$ cat src/rtl/req_capture_4.sv
`default_nettype none
// ============================================================================
// Module   : req_capture_4
// Purpose  : Synchronises four asynchronous request lines and detects events
//            on them. Events are held in sticky pending bits, and the pending
//            requests are presented one at a time as a registered 2-bit index
//            with a valid/ready handshake. Bit 0 has the highest priority.
// Revision : 1.0 - initial release
// ============================================================================
module req_capture_4 #(
  parameter int SYNC_STAGES = 2,  // synchroniser depth per line, 2..4
  parameter int EDGE_MODE   = 1   // 1: rising-edge events, 0: level events
) (
  input  logic       clk,
  input  logic       rst,
  input  logic [3:0] i,
  input  logic       y_ready,
  input  logic       ovf_clr,
  output logic [1:0] y,
  output logic       y_valid,
  output logic [3:0] pend,
  output logic       ovf
);

  typedef enum logic [0:0] {
    ST_IDLE    = 1'b0,
    ST_PRESENT = 1'b1
  } state_t;

  state_t     state_q;
  logic [1:0] y_q;
  logic [3:0] pend_q;
  logic [3:0] pend_d;
  logic       ovf_q;
  logic       ovf_d;
  logic [3:0] sync_q [SYNC_STAGES];
  logic [3:0] sp_q;

  logic [3:0] s_w;
  logic [3:0] evt_w;
  logic       acc_w;
  logic [3:0] clr_w;
  logic [3:0] rem_w;
  logic       ovf_set_w;

  // Index of the lowest set bit; bit 0 wins over higher bits.
  function automatic logic [1:0] prio(input logic [3:0] v);
    logic [1:0] idx;
    idx = 2'd0;
    if (v[0])      idx = 2'd0;
    else if (v[1]) idx = 2'd1;
    else if (v[2]) idx = 2'd2;
    else if (v[3]) idx = 2'd3;
    return idx;
  endfunction

  // First synchroniser stage samples the asynchronous lines.
  always_ff @(posedge clk) begin
    if (rst) sync_q[0] <= 4'b0;
    else     sync_q[0] <= i;
  end

  generate
    for (genvar k = 1; k < SYNC_STAGES; k++) begin : g_sync
      // Remaining synchroniser stages shift the sample along the chain.
      always_ff @(posedge clk) begin
        if (rst) sync_q[k] <= 4'b0;
        else     sync_q[k] <= sync_q[k-1];
      end
    end
  endgenerate

  assign s_w = sync_q[SYNC_STAGES-1];

  // Delayed copy of the synchronised lines for edge detection.
  always_ff @(posedge clk) begin
    if (rst) sp_q <= 4'b0;
    else     sp_q <= s_w;
  end

  assign evt_w     = (EDGE_MODE != 0) ? (s_w & ~sp_q) : s_w;
  assign acc_w     = (state_q == ST_PRESENT) && y_ready;
  assign clr_w     = acc_w ? (4'b0001 << y_q) : 4'b0000;
  // Remaining requests once the current acceptance is applied; events
  // arriving this cycle are deliberately excluded.
  assign rem_w     = pend_q & ~clr_w;
  // A new event on the bit being cleared simply re-arms it, so it is not
  // treated as an overflow.
  assign ovf_set_w = (EDGE_MODE != 0) && ((evt_w & pend_q & ~clr_w) != 4'b0);
  assign pend_d    = rem_w | evt_w;
  assign ovf_d     = ovf_set_w | (ovf_q & ~ovf_clr);

  // Sticky pending bits and overflow flag.
  always_ff @(posedge clk) begin
    if (rst) begin
      pend_q <= 4'b0;
      ovf_q  <= 1'b0;
    end else begin
      pend_q <= pend_d;
      ovf_q  <= ovf_d;
    end
  end

  // Presentation FSM: picks the highest-priority pending request and holds
  // it stable until accepted, then moves straight to the next one.
  always_ff @(posedge clk) begin
    if (rst) begin
      state_q <= ST_IDLE;
      y_q     <= 2'd0;
    end else begin
      case (state_q)
        ST_IDLE: begin
          if (pend_q != 4'b0) begin
            y_q     <= prio(pend_q);
            state_q <= ST_PRESENT;
          end
        end
        ST_PRESENT: begin
          if (y_ready) begin
            if (rem_w != 4'b0) begin
              y_q <= prio(rem_w);
            end else begin
              state_q <= ST_IDLE;
            end
          end
        end
        default: state_q <= ST_IDLE;
      endcase
    end
  end

  assign y       = y_q;
  assign y_valid = (state_q == ST_PRESENT);
  assign pend    = pend_q;
  assign ovf     = ovf_q;

endmodule
`default_nettype wire

$ cat config.mk
export PLATFORM = sky130hd
export DESIGN_NAME = req_capture_4
export DESIGN_NICKNAME = d
export VERILOG_FILES = /design/src/rtl/req_capture_4.sv
export SDC_FILE = /design/constraint.sdc
export NUM_CORES = 1
export LEC_CHECK = 0
export BUFFER_PORTS_ARGS = -buffer_cell sky130_fd_sc_hd__buf_4
export CAP_MARGIN = 20
export CELL_PAD_IN_SITES_DETAIL_PLACEMENT = 0
export CELL_PAD_IN_SITES_GLOBAL_PLACEMENT = 1
export CORE_MARGIN = 3
export CORE_UTILIZATION = 39
export CTS_CLUSTER_SIZE = 28
export DETAILED_ROUTE_END_ITERATION = 10
export PLACE_DENSITY = 0.83
export SYNTH_ARGS = -nofsm -noshare
export SYNTH_HDL_FRONTEND = slang
export SYNTH_SLANG_ARGS = --single-unit
export TNS_END_PERCENT = 1
$ cat constraint.sdc
create_clock -name clk -period 1.59 [get_ports clk]
set_input_delay 0.3975 -clock clk [delete_from_list [all_inputs] [get_ports clk]]
set_output_delay 0.3975 -clock clk [all_outputs]
set_load 0.005 [all_outputs]
## Word-level counts from Yosys, hierarchy flattened

Memories as Yosys holds them, arrays and structs flattened.
Cells that the tools add are included.

| cells by class | value |
|---|---|
| bitwise logic cells | 13 |
| shifts and indexed selects | 1 |
| reduce and logical (&&, ||, !) cells | 5 |
| $lt $le $gt $ge | 0 |
| add/sub/neg operators | 0 |
| equal/unequal tests | 3 |
| div/mod/pow operators | 0 |
| multiply operators | 0 |
| mux-type cells | 22 |

Operators by type and width:

| kind | count |
|---|---|
| $mux W2 | 11 |
| $and A4 B4 Y4 | 4 |
| $mux W4 | 3 |
| $reduce_bool A4 Y1 | 3 |
| $not A4 Y4 | 2 |
| $mux W1 | 6 |
| $ne A2 B2 Y1 const B | 2 |
| $or A4 B4 Y4 | 1 |
| $pmux W2 S2 | 1 |
| $shl A1 B2 Y4 const A | 1 |
| $or A1 B1 Y1 | 3 |
| $reduce_and A3 Y1 | 1 |
| $ne A2 B1 Y1 const B | 1 |
| $not A1 Y1 | 2 |
| $pmux W1 S2 | 1 |
| $and A1 B1 Y1 | 1 |
| $logic_and A1 B1 Y1 | 1 |

| storage, ports and cells | value |
|---|---|
| output and inout bits | 8 |
| flip-flop bits (word level) | 12 |
| memories | 1 |
| input port bits | 8 |
| bits in latches | 0 |
| bits in writable memories | 8 |
| memory bits (read-only) | 0 |
| logic and storage cells | 50 |

Memory list:

| memory | depth | bits a word | rd ports | clocked after Yosys merged registers in | write ports | RTL line | RTL |
|---|---|---|---|---|---|---|---|
| sync_q | 2 | 4 | 2 | 0 | 2 | 36 | `logic [3:0] sync_q [SYNC_STAGES];` |

## Logic depth before layout (Yosys ltp)

Gate-level depths: netlist of run 1.

| depth | value |
|---|---|
| word-level depth | 11 |
| gate-level depth with buffers | 5 |
| depth with buffers taken out | 4 |

## Least setup slack after synthesis of run 1

No wires, ideal clock.

| timing path | value |
|---|---|
| path kind | reg2reg |
| start point | reg y_q[0] (netlist: y[0]) |
| end point | reg y_q[0] (netlist: y[0]) |
| setup time | 0.126 ns |
| path slack | 0.241 ns |
| path buffers | 1 |
| stages on the path, launching flop included | 6 |
| arrival | 1.222 ns |
| cell sequence | dfxtp_1 -> buf_6 -> mux2_4 -> o221ai_1 -> a41o_1 -> a31oi_1 |

| between the ends | value |
|---|---|
| word-level cells in the longest chain between the ends | 11 |

Ends and longest elaborated chain:

| what | RTL line | RTL |
|---|---|---|
| start: declaration | 31 | `logic [1:0] y_q;` |
| start signal: assignment | 114 | `y_q <= prio(pend_q);` |
| start signal: assignment | 121 | `y_q <= prio(rem_w);` |
| $shl A1 B2 Y4 * | 83 | `assign clr_w = acc_w ? (4'b0001 << y_q) : 4'b0000;` |
| $mux W4 * | 83 |  |
| $not A4 Y4 * | 86 | `assign rem_w = pend_q & ~clr_w;` |
| $and A4 B4 Y4 * | 86 |  |
| $mux W2 | 53 | `else if (v[3]) idx = 2'd3;` |
| $mux W2 | 52 | `else if (v[2]) idx = 2'd2;` |
| $mux W2 | 51 | `else if (v[1]) idx = 2'd1;` |
| $mux W2 | 50 | `if (v[0]) idx = 2'd0;` |
| $mux W2 | 120 | `if (rem_w != 4'b0) begin` |
| $mux W2 | 119 | `if (y_ready) begin` |
| $pmux W2 S2 | 111 | `case (state_q)` |

Every way passes the cells marked *; elsewhere a longest branch is shown, timed or not. The select of a mux whose other input is x is not followed.
A chain may end at the register's enable or synchronous reset.

## Worst setup path after layout of run 1

| timing path | value |
|---|---|
| start point | reg state_q (netlist: y_valid) |
| end point | reg y_q[0] (netlist: y[0]) |

| between the ends | value |
|---|---|
| word-level cells in the longest chain between the ends | 11 |

Ends and longest elaborated chain:

| what | RTL line | RTL |
|---|---|---|
| start: declaration | 30 | `state_t state_q;` |
| start signal: assignment | 108 | `state_q <= ST_IDLE;` |
| start signal: assignment | 115 | `state_q <= ST_PRESENT;` |
| start signal: assignment | 123 | `state_q <= ST_IDLE;` |
| $logic_and A1 B1 Y1 | 82 | `assign acc_w = (state_q == ST_PRESENT) && y_ready;` |
| $mux W4 | 83 |  |
| $not A4 Y4 | 86 |  |
| $and A4 B4 Y4 | 86 |  |
| $mux W2 | 53 |  |
| $mux W2 | 52 |  |
| $mux W2 | 51 |  |
| $mux W2 | 50 |  |
| $mux W2 | 120 |  |
| $mux W2 | 119 |  |
| $pmux W2 S2 | 111 |  |

Parallel ways exist; a longest one is shown, timed or not. The select of a mux whose other input is x is not followed.

==> flow_metrics.py, run 1 <==
metrics = {
    "floorplan": {
        "die_area_mm2": 0.002850,
        "num_rows": 16,
        "start_util_pct": 42.89,
        "die_h_um": 53.39,
        "io_pins": 16,
        "coreArea_mm2": 0.002042,
        "die_w_um": 53.39,
    },
    "timing": {
        "final-setup-viol-count": 0,
        "rsz0062_at_grt": "false",
        "setup_tns_ps": 0,
        "fmaxAchievable_mhz": 676.5,
        "fin_skew_ps": 2.126,
        "min_period_ps": 1478,
        "final_hold_viol_count": 0,
        "slew_violations": 0,
        "worst_pin_slew_ps": 394.1,
        "min_period_over_period_pct": 92.96,
        "slew_headroom_pct": 73.69,
    },
    "grt": {
        "grt_max_degree": 21,
        "gr-total-overflow": 0,
        "grt_usage_pct": 12.92,
        "grt_pass1_wl_um": 2670,
        "antenna_found_initial": 0,
        "grt_pass1_vias": 578,
    },
    "drt": {
        "drt_first_pass_iters": 4,
        "top_layer": "met4",
        "drc": 0,
        "wl_met1_um": 766,
        "wl_met2_um": 752,
        "num_vias": 724,
        "wl_per_cell_um": 12.24,
        "wirelength_um": 1640,
        "wl_met3_um": 112,
        "drtIter0Drc": 18,
        "drt.antenna.violating_nets": 0,
        "avgViaCountPerCell": 5.403,
    },
    "cts": {
        "tritoncts": "yes",
        "cts.clk_slew.worst_paths_ps": 100,
        "cts_num_sinks": 20,
        "cts-root-buf": "clkbuf_4",
        "clockBufferDepth": 2,
        "cts_buffers": 3,
        "post_cts_buffers": 0,
        "cts.repair.resized": 0,
        "cts_max_level": 1,
        "clk_latency_ps": 280,
        "cts_hold_buf": 0,
    },
    "worst_setup_path": {
        "cp_slowest_cell": "dfxtp_1",
        "cp_top_family": "compound AO/OA/AOI/OAI gates",
        "cp-start-kind": "register",
        "crit_fanout": 11,
        "cp-end-kind": "register",
        "crit_required_ps": 1800,
        "worstPathCellList": "and4b_1 > o21ai_0 > a221o_1 > a31oi_1",
        "path_class": "reg -> reg",
        "path_buf_inv": 0,
        "arrival_ps": 1690,
        "cp_slowest_stage_delay_ps": 540,
    },
    "yosys": {
        "avgSynthCellArea_um2": 9.029,
        "netlist_area_um2": 875.8,
        "syn_inst": 97,
        "synth-simple-area-share_pct": 24.86,
        "netlist_top_cells_area": "dfxtp_1 46%, nor2b_1 11%, a21oi_1 3.4%",
        "yosys_warnings": 0,
        "synthMuxAreaShare_pct": 1.714,
        "synth_seq_cells": 20,
        "async_reset_ff_share_pct": 0,
        "mappedNetlistNets": 105,
        "synth_top_area_share_pct": 45.71,
        "synthAdderAreaFrac_pct": 0,
        "ys.flop_type": "dfxtp_1",
        "ys_seq_area_share_pct": 45.71,
        "synth_edf_count": 0,
        "synth.distinct_cells": 34,
        "synth_top_family_by_area": "simple AND/OR/NAND/NOR gates",
        "synth-compound-area-share_pct": 20.57,
        "yosys.area.top_type": "dfxtp_1",
        "synthXorXnorAreaFrac_pct": 0,
    },
    "final_layout": {
        "fillers": 203,
        "fin_nets": 117,
        "final_cell_mix": "19 x dfxtp_1, 15 x nor2b_1, 15 x buf_4",
        "final_core_util_pct": 49.45,
        "final_common_cell": "dfxtp_1",
        "layout-drive-gt1-share_pct": 20.56,
        "syn2layout_area_growth_pct": 15.29,
        "diodes": 0,
    },
    "power": {
        "power.density_mw_per_mm2": 930.5,
        "p_leak_nw": 0.3919,
        "peakVddDrop_mv": 0.4987,
        "finalPower_uw": 939.6,
    },
    "place": {
        "dp_hpwl_um": 1181,
        "port_buffers": 15,
        "finalWeightedCongestion": 0.8291,
    },
    "run": {
        "cap_violations": 0,
    },
    "run_status": {
        "status": "finished clean",
    },
    "hold_path": {
        "hold_class": "in -> reg",
    },
}
## cell type report
cell class	instances	area, um^2	share of cell area [%]
multi-input cells	64	420.4	41.64
flip-flops and latches	20	401.6	39.78
repair buffers	15	112.6	11.15
well taps	27	33.78	3.346
clock buffers	3	22.52	2.230
inverters	5	18.77	1.859
## stage by stage
stage | std cells | instance area, um^2 | hold slack (ps) | setup WS, ps
detailed placement | 131 | 978.4 | 429.1 | 84.28
global placement | 131 | 978.4 | 416.3 | 157.7
global route | 134 | 1010 | 317.6 | 27.04
finish | 134 | 1010 | 315.1 | 111.9
CTS | 134 | 1001 | 305.2 | 60.34
floorplan | 97 | 875.8 | 413.8 | 241.3
## metal layers
layer / up-vias / global-route usage, %
met2: 26 / 18.57
met1: 331 / 17.52
met3: 2 / 3.380
met4: 0 / 6.383
li1: 365 / -
met5: - / 0
## flip-flops by register name, summed over array words and instances (netlist names)
signal and count:
y 2, pend 4, ovf 1, sp_q 4
sync_q 8, y_valid 1
## path summary, 6_finish.rpt
kind	endpoint	cells past startpoint	start	slack [ps]
max	y[0]$_SDFFE_PP0P_	4	y_valid$_SDFF_PP0_	110
min	sync_q[0][0]$_SDFF_PP0_	2	i[0]	320
max reg2reg	y[0]$_SDFFE_PP0P_	4	y_valid$_SDFF_PP0_	110
min reg2reg	sync_q[1][2]$_SDFF_PP0_	1	sync_q[0][2]$_SDFF_PP0_	450
## cell usage after synthesis, drive strengths merged (2+ instances only)
library cell	number
dfxtp	20
nor2b	15
a21oi	6
buf	5
inv	5
nand2	4
nand2b	4
nand3	4
nor2	4
clkbuf	3
o21ai	3
a311o	2
a31oi	2
nand4	2
## power by group
group,total (mW),switching [mW],leakage (nW),internal (mW)
Combinational,0.143,0.0634,0.213,0.0797
Sequential,0.577,0.0469,0.165,0.531
Clock,0.219,0.131,0.0138,0.0878
## cells by family (layout without fill, tap and decap cells)
group	Yosys count	in the layout
multiplexers	1	1
flip-flops	20	20
AO/OA/AOI/OAI	25	25
AND/OR/NAND/NOR	38	38
buffers and inverters	13	23
No activity file was read; power rests on OpenSTA's default activity.
==> run 2: changes to the inputs <==
--- a/config.mk
+++ b/config.mk
@@ -5,15 +5,17 @@
 export SDC_FILE = /design/constraint.sdc
 export NUM_CORES = 1
 export LEC_CHECK = 0
+export ABC_AREA = 1
 export BUFFER_PORTS_ARGS = -buffer_cell sky130_fd_sc_hd__buf_4
 export CAP_MARGIN = 20
 export CELL_PAD_IN_SITES_DETAIL_PLACEMENT = 0
 export CELL_PAD_IN_SITES_GLOBAL_PLACEMENT = 1
 export CORE_MARGIN = 3
-export CORE_UTILIZATION = 39
+export CORE_UTILIZATION = 36
 export CTS_CLUSTER_SIZE = 28
 export DETAILED_ROUTE_END_ITERATION = 10
-export PLACE_DENSITY = 0.83
+export PLACE_DENSITY = 0.82
+export RECOVER_POWER = 100
 export SYNTH_ARGS = -nofsm -noshare
 export SYNTH_HDL_FRONTEND = slang
 export SYNTH_SLANG_ARGS = --single-unit
==> run 2 against run 1 <==
Effect of this change: worst hold slack worse by 17 ps; clock-buffer cell count unchanged; cell count up 13%; non-clock buffer count unchanged; largest power group unchanged; combinational power about the same; register-to-register slack better by 160 ps; sequential power down 4.3%; largest cell class is now sequential cells.
==> flow_metrics.py, run 2 <==
metrics = {
    "final_layout": {
        "largest_reg_flops": 8,
        "fillers": 223,
        "fin_nets": 134,
        "syn2layout_area_growth_pct": 23.30,
        "largest-register": "sync_q",
        "layout-drive-gt1-share_pct": 22.40,
        "post-route-cell-area_um2": 973.4,
        "diodes": 0,
        "instances_no_fill": 152,
        "final_cell_mix": "27 x nor2_1, 22 x inv_1, 20 x dfxtp_1",
        "final_core_util_pct": 48.14,
        "final_common_cell": "nor2_1",
    },
    "grt": {
        "grt_use_met2_pct": 20.45,
        "grt_pass1_wl_um": 2283,
        "grt_usage_pct": 11.75,
        "grt_max_degree": 20,
        "antenna_found_initial": 0,
        "grt_pass1_vias": 561,
        "top_usage_layer": "met2",
        "grt_util_met3_pct": 5.128,
        "met1_usage_pct": 12.03,
        "gr-total-overflow": 0,
    },
    "floorplan": {
        "die_area_mm2": 0.002791,
        "num_rows": 16,
        "start_util_pct": 39.05,
        "die_h_um": 52.83,
        "io_pins": 16,
        "die_w_um": 52.83,
        "coreArea_mm2": 0.002022,
    },
    "worst_setup_path": {
        "path_class": "reg -> reg",
        "r2r_start": "y_valid$_SDFF_PP0_",
        "r2r_slack_ps": 270,
        "crit_required_ps": 1800,
        "cp-end-kind": "register",
        "r2r_cells": 11,
        "arrival_ps": 1530,
        "cp-start-kind": "register",
        "worstReg2RegEnd": "y[0]$_SDFFE_PP0P_",
        "crit_fanout": 5,
    },
    "cts": {
        "cts-root-buf": "clkbuf_4",
        "clockBufferDepth": 2,
        "cts_num_sinks": 20,
        "clk_latency_ps": 290,
        "cts.repair.resized": 0,
        "cts_hold_buf": 0,
        "post_cts_buffers": 0,
        "tritoncts": "yes",
        "cts_buffers": 3,
        "cts_max_level": 1,
        "cts.clk_slew.worst_paths_ps": 110,
    },
    "drt": {
        "drtIter0Drc": 11,
        "drc": 0,
        "num_vias": 666,
        "wl_per_cell_um": 8.849,
        "drt.antenna.violating_nets": 0,
        "wirelength_um": 1345,
        "drt_first_pass_iters": 4,
        "avgViaCountPerCell": 4.382,
    },
    "hold_path": {
        "hold_depth": 3,
        "min_to": "sync_q[0][1]$_SDFF_PP0_",
        "hold_class": "in -> reg",
        "min_from": "i[1]",
    },
    "power": {
        "power.density_mw_per_mm2": 1134,
        "finalPower_mw": 1.104,
        "p_leak_nw": 0.4552,
        "peakVddDrop_mv": 0.6703,
    },
    "timing": {
        "min_period_ps": 1320,
        "fmaxAchievable_mhz": 757.4,
        "rsz0062_at_grt": "false",
        "slew_violations": 0,
        "final_hold_viol_count": 0,
        "hold-worst-slack_ps": 298.6,
        "min_period_over_period_pct": 83.04,
        "worst_pin_slew_ps": 769.3,
        "fin_skew_ps": 0.4263,
        "setup_tns_ps": 0,
        "fin_ws_ps": 269.7,
        "slew_headroom_pct": 48.72,
        "final-setup-viol-count": 0,
    },
    "yosys": {
        "ys.flop_type": "dfxtp_1",
        "synth.distinct_cells": 19,
        "netlist_area_um2": 789.5,
        "syn_inst": 108,
        "synth_top_area_share_pct": 50.71,
        "async_reset_ff_share_pct": 0,
        "synth_seq_cells": 20,
        "ys_top_cells_by_count": "27 x nor2_1, 20 x dfxtp_1, 20 x inv_1, 12 x nand2_1",
        "mappedNetlistNets": 116,
        "synth.most_common_cell": "nor2_1",
        "ys_seq_area_share_pct": 50.71,
        "yosys.area.top_type": "dfxtp_1",
        "netlist_top_cells_area": "dfxtp_1 51%, nor2_1 13%, inv_1 9.5%",
        "avgSynthCellArea_um2": 7.310,
        "synth_edf_count": 0,
        "yosys_warnings": 0,
    },
    "place": {
        "dpl_cell_area_um2": 927.1,
        "dp_slack_ps": 250.5,
        "port_buffers": 15,
        "dpl.cell_count": 148,
        "finalWeightedCongestion": 0.7602,
        "dp_hpwl_um": 1029,
    },
    "run_status": {
        "status": "finished clean",
    },
    "run": {
        "cap_violations": 0,
    },
}
-- run 2: cell types whose count changed in the layout (fill, tap and decap cells not counted), sizes merged, moves of 2 or more --
cell and delta:
a311o -2, a31oi -2, buf -9, clkbuf +9, inv +18, nand2 +14, nand2b -4, nand3 -2
nand4 -2, nor2 +24, nor2b -15, or2 +2
-- run 2: cell type report --
type / count / area (um^2) / share of cell area [%]
timing repair buffer: 15 / 108.9 / 11.18
multi-input combinational: 63 / 291.5 / 29.95
tap: 27 / 33.78 / 3.470
clock buffer: 3 / 22.52 / 2.314
sequential: 20 / 400.4 / 41.13
inverter: 23 / 86.33 / 8.869
clock inverter: 1 / 30.03 / 3.085
-- run 2: critical path: stages (launching register included) --
cell and delay (ps):
dfxtp_1 390, nand2_1 150, inv_1 140, nand2_2 60, nand2_2 90, nand2_1 70
inv_1 80, nand2_2 60, nand2_2 60, nand2_1 50, nand2_1 50, nor2_1 40
-- run 2: layer usage --
metal / up-vias / share of wire [%]
li1: 354 / -
met4: 0 / 1.3
met5: - / 0
met1: 294 / 44
met3: 2 / 6.8
met2: 16 / 48
-- run 2: power breakdown --
part | total (mW) | switching (mW) | internal, mW
sequential | 0.552 | 0.0216 | 0.531
clock | 0.406 | 0.152 | 0.255
combinational | 0.145 | 0.0787 | 0.0664
-- run 2: cells by family after synthesis --
group	Yosys count	synth area share [%]
AO/OA/AOI/OAI	13	10.30
buffers and inverters	25	12.04
flip-flops	20	50.71
AND/OR/NAND/NOR	50	26.94
-- run 2: worst max-delay path by stage --
| stage | start | to | slack (ps) | cells after the start |
|---|---|---|---|---|
| final | y_valid$_SDFF_PP0_ | y[0]$_SDFFE_PP0P_ | 270 | 11 |
| after global routing | y_valid$_SDFF_PP0_ | y[0]$_SDFFE_PP0P_ | 100 | 11 |
| after CTS | y[1]$_SDFFE_PP0P_ | y[1] | 300 | 1 |
| after detailed placement | y_ready | y[0]$_SDFFE_PP0P_ | 250 | 8 |
| after global placement | y_ready | y[0]$_SDFFE_PP0P_ | 290 | 8 |
| after floorplan | y_valid$_SDFF_PP0_ | y[0]$_SDFFE_PP0P_ | 480 | 9 |
==> run 3: changes to the inputs <==
==> constraint.sdc (replaced) <==
create_clock -name clk -period 1.3 [get_ports clk]
set_input_delay 0.325 -clock clk [delete_from_list [all_inputs] [get_ports clk]]
set_output_delay 0.325 -clock clk [all_outputs]
set_load 0.005 [all_outputs]
==> run 3 against run 2 <==
Effect of this change: die area unchanged; clock power increased by 22%; wire length unchanged; core utilization increased by 1.4 points; combinational power increased by 30%; clock skew about the same; worst setup slack got worse by 180 ps; sequential share of layout area decreased by 0.76 points; non-clock buffer count increased by 1; global-route usage unchanged; clock-buffer cell count unchanged; first-iteration DRC count decreased by 9.1%; highest routed layer unchanged.
==> flow_metrics.py, run 3 (same netlist as run 2, synthesis figures left out) <==
metrics = {
    "cts": {
        "clockBufferDepth": 2,
        "clk_latency_ps": 290,
        "cts_num_sinks": 20,
        "cts_max_level": 1,
        "cts.clk_slew.worst_paths_ps": 110,
        "cts-root-buf": "clkbuf_4",
        "tritoncts": "yes",
        "cts_buffers": 3,
    },
    "floorplan": {
        "num_rows": 16,
        "die_area_mm2": 0.002791,
        "coreArea_mm2": 0.002022,
        "io_pins": 16,
        "start_util_pct": 39.05,
        "die_h_um": 52.83,
        "die_w_um": 52.83,
    },
    "worst_setup_path": {
        "cp-start-kind": "register",
        "crit_fanout": 3,
        "path_buf_inv": 1,
        "cp_slowest_cell": "dfxtp_1",
        "path_class": "reg -> out",
        "r2r_slack_ps": 120,
        "cp_slowest_stage_delay_ps": 420,
        "cp-end-kind": "primary output",
        "arrival_ps": 890,
        "worstPathCellList": "clkbuf_4",
        "crit_required_ps": 980,
        "cp_top_family": "flip-flops",
    },
    "place": {
        "finalWeightedCongestion": 0.7602,
        "dpl.cell_count": 148,
        "dp_hpwl_um": 1029,
        "dp_slack_ps": 33.02,
        "port_buffers": 15,
    },
    "drt": {
        "drtIter0Drc": 10,
        "num_vias": 673,
        "avgViaCountPerCell": 4.399,
        "wirelength_um": 1345,
        "top_layer": "met4",
        "wl_per_cell_um": 8.791,
        "wl_met3_um": 98,
        "drt_first_pass_iters": 4,
        "wl_met1_um": 578,
        "drt.antenna.violating_nets": 0,
        "drc": 0,
        "wl_met2_um": 650,
    },
    "grt": {
        "grt_pass1_wl_um": 2283,
        "grt_pass1_vias": 561,
        "grt_usage_pct": 11.75,
        "antenna_found_initial": 0,
        "grt_max_degree": 20,
        "gr-total-overflow": 0,
    },
    "final_layout": {
        "final_cell_mix": "25 x nor2_1, 20 x inv_1, 17 x dfxtp_1",
        "instances_no_fill": 153,
        "syn2layout_area_growth_pct": 26.78,
        "largest_reg_flops": 8,
        "fin_nets": 135,
        "diodes": 0,
        "layout-drive-gt1-share_pct": 30.16,
        "final_common_cell": "nor2_1",
        "largest-register": "sync_q",
    },
    "hold_path": {
        "hold_class": "in -> reg",
    },
    "power": {
        "p_leak_nw": 0.4657,
        "peakVddDrop_mv": 0.7844,
        "power.density_mw_per_mm2": 1366,
    },
    "timing": {
        "slew_violations": 0,
        "fin_skew_ps": 0.4502,
        "final_hold_viol_count": 0,
        "final-setup-viol-count": 0,
        "slew_headroom_pct": 83.58,
        "rsz0062_at_grt": "true",
        "hold-worst-slack_ps": 225.9,
        "fmaxAchievable_mhz": 824.5,
        "worst_pin_slew_ps": 244.2,
        "min_period_ps": 1213,
        "fin_ws_ps": 87.18,
        "min_period_over_period_pct": 93.29,
    },
    "run_status": {
        "status": "finished clean",
    },
    "run": {
        "cap_violations": 0,
    },
}
run 3: area by class of cell:
| type | count | area, um^2 |
|---|---|---|
| Fill cell | 216 | 1021 |
| Sequential cell | 20 | 404.1 |
| Timing Repair Buffer | 16 | 120.1 |
| Tap cell | 27 | 33.78 |
| Inverter | 23 | 86.33 |
| Clock buffer | 3 | 22.52 |
| Clock inverter | 1 | 30.03 |
| Multi-Input combinational cell | 63 | 304.0 |
run 3: final timing paths:
check / startpoint / to / cells after the start
setup / recovery: pend[0]$_SDFF_PP0_ / pend[0] / 1
hold / removal: i[1] / sync_q[0][1]$_SDFF_PP0_ / 3
setup reg to reg: y_valid$_SDFF_PP0_ / y[0]$_SDFFE_PP0P_ / 9
hold reg to reg: sync_q[0][2]$_SDFF_PP0_ / sync_q[1][2]$_SDFF_PP0_ / 2
run 3: what timing repair did:
| item | in CTS | in global routing |
|---|---|---|
| hold endpoints to repair | 0 | 0 |
| endpoints found under the setup margin | 0 | 4 |
| buffers inserted | 0 | 1 |
| hold buffers | 0 | 0 |
| gates resized for setup | 0 | 7 |
run 3: stage by stage:
step                setup TNS (ps)  power (mW)  instance area (um^2)  util, %
finish                           0       1.367                  1001    49.50
floorplan                        0      0.8037                 789.5        -
detailed placement               0      0.8768                 927.1    45.85
global route                -10.64       1.451                  1001    49.50
global placement                 0      0.8739                 927.1    45.85
CTS                              0       1.379                 979.7    48.45
run 3: worst min-delay path, cell delays in order:
cell and delay [ps]:
buf_4 80, inv_1 30, nor2_1 70
run 3: power by group:
| group | switching (mW) | internal (mW) | total [mW] |
|---|---|---|---|
| clock network | 0.186 | 0.312 | 0.497 |
| registers | 0.0288 | 0.652 | 0.681 |
| logic | 0.100 | 0.0888 | 0.189 |
run 3: routing by layer:
| metal | up-vias | global-route usage (%) |
|---|---|---|
| met4 | 0 | 5.106 |
| li1 | 358 | - |
| met3 | 2 | 5.128 |
| met2 | 18 | 20.45 |
| met5 | - | 0 |
| met1 | 295 | 12.03 |
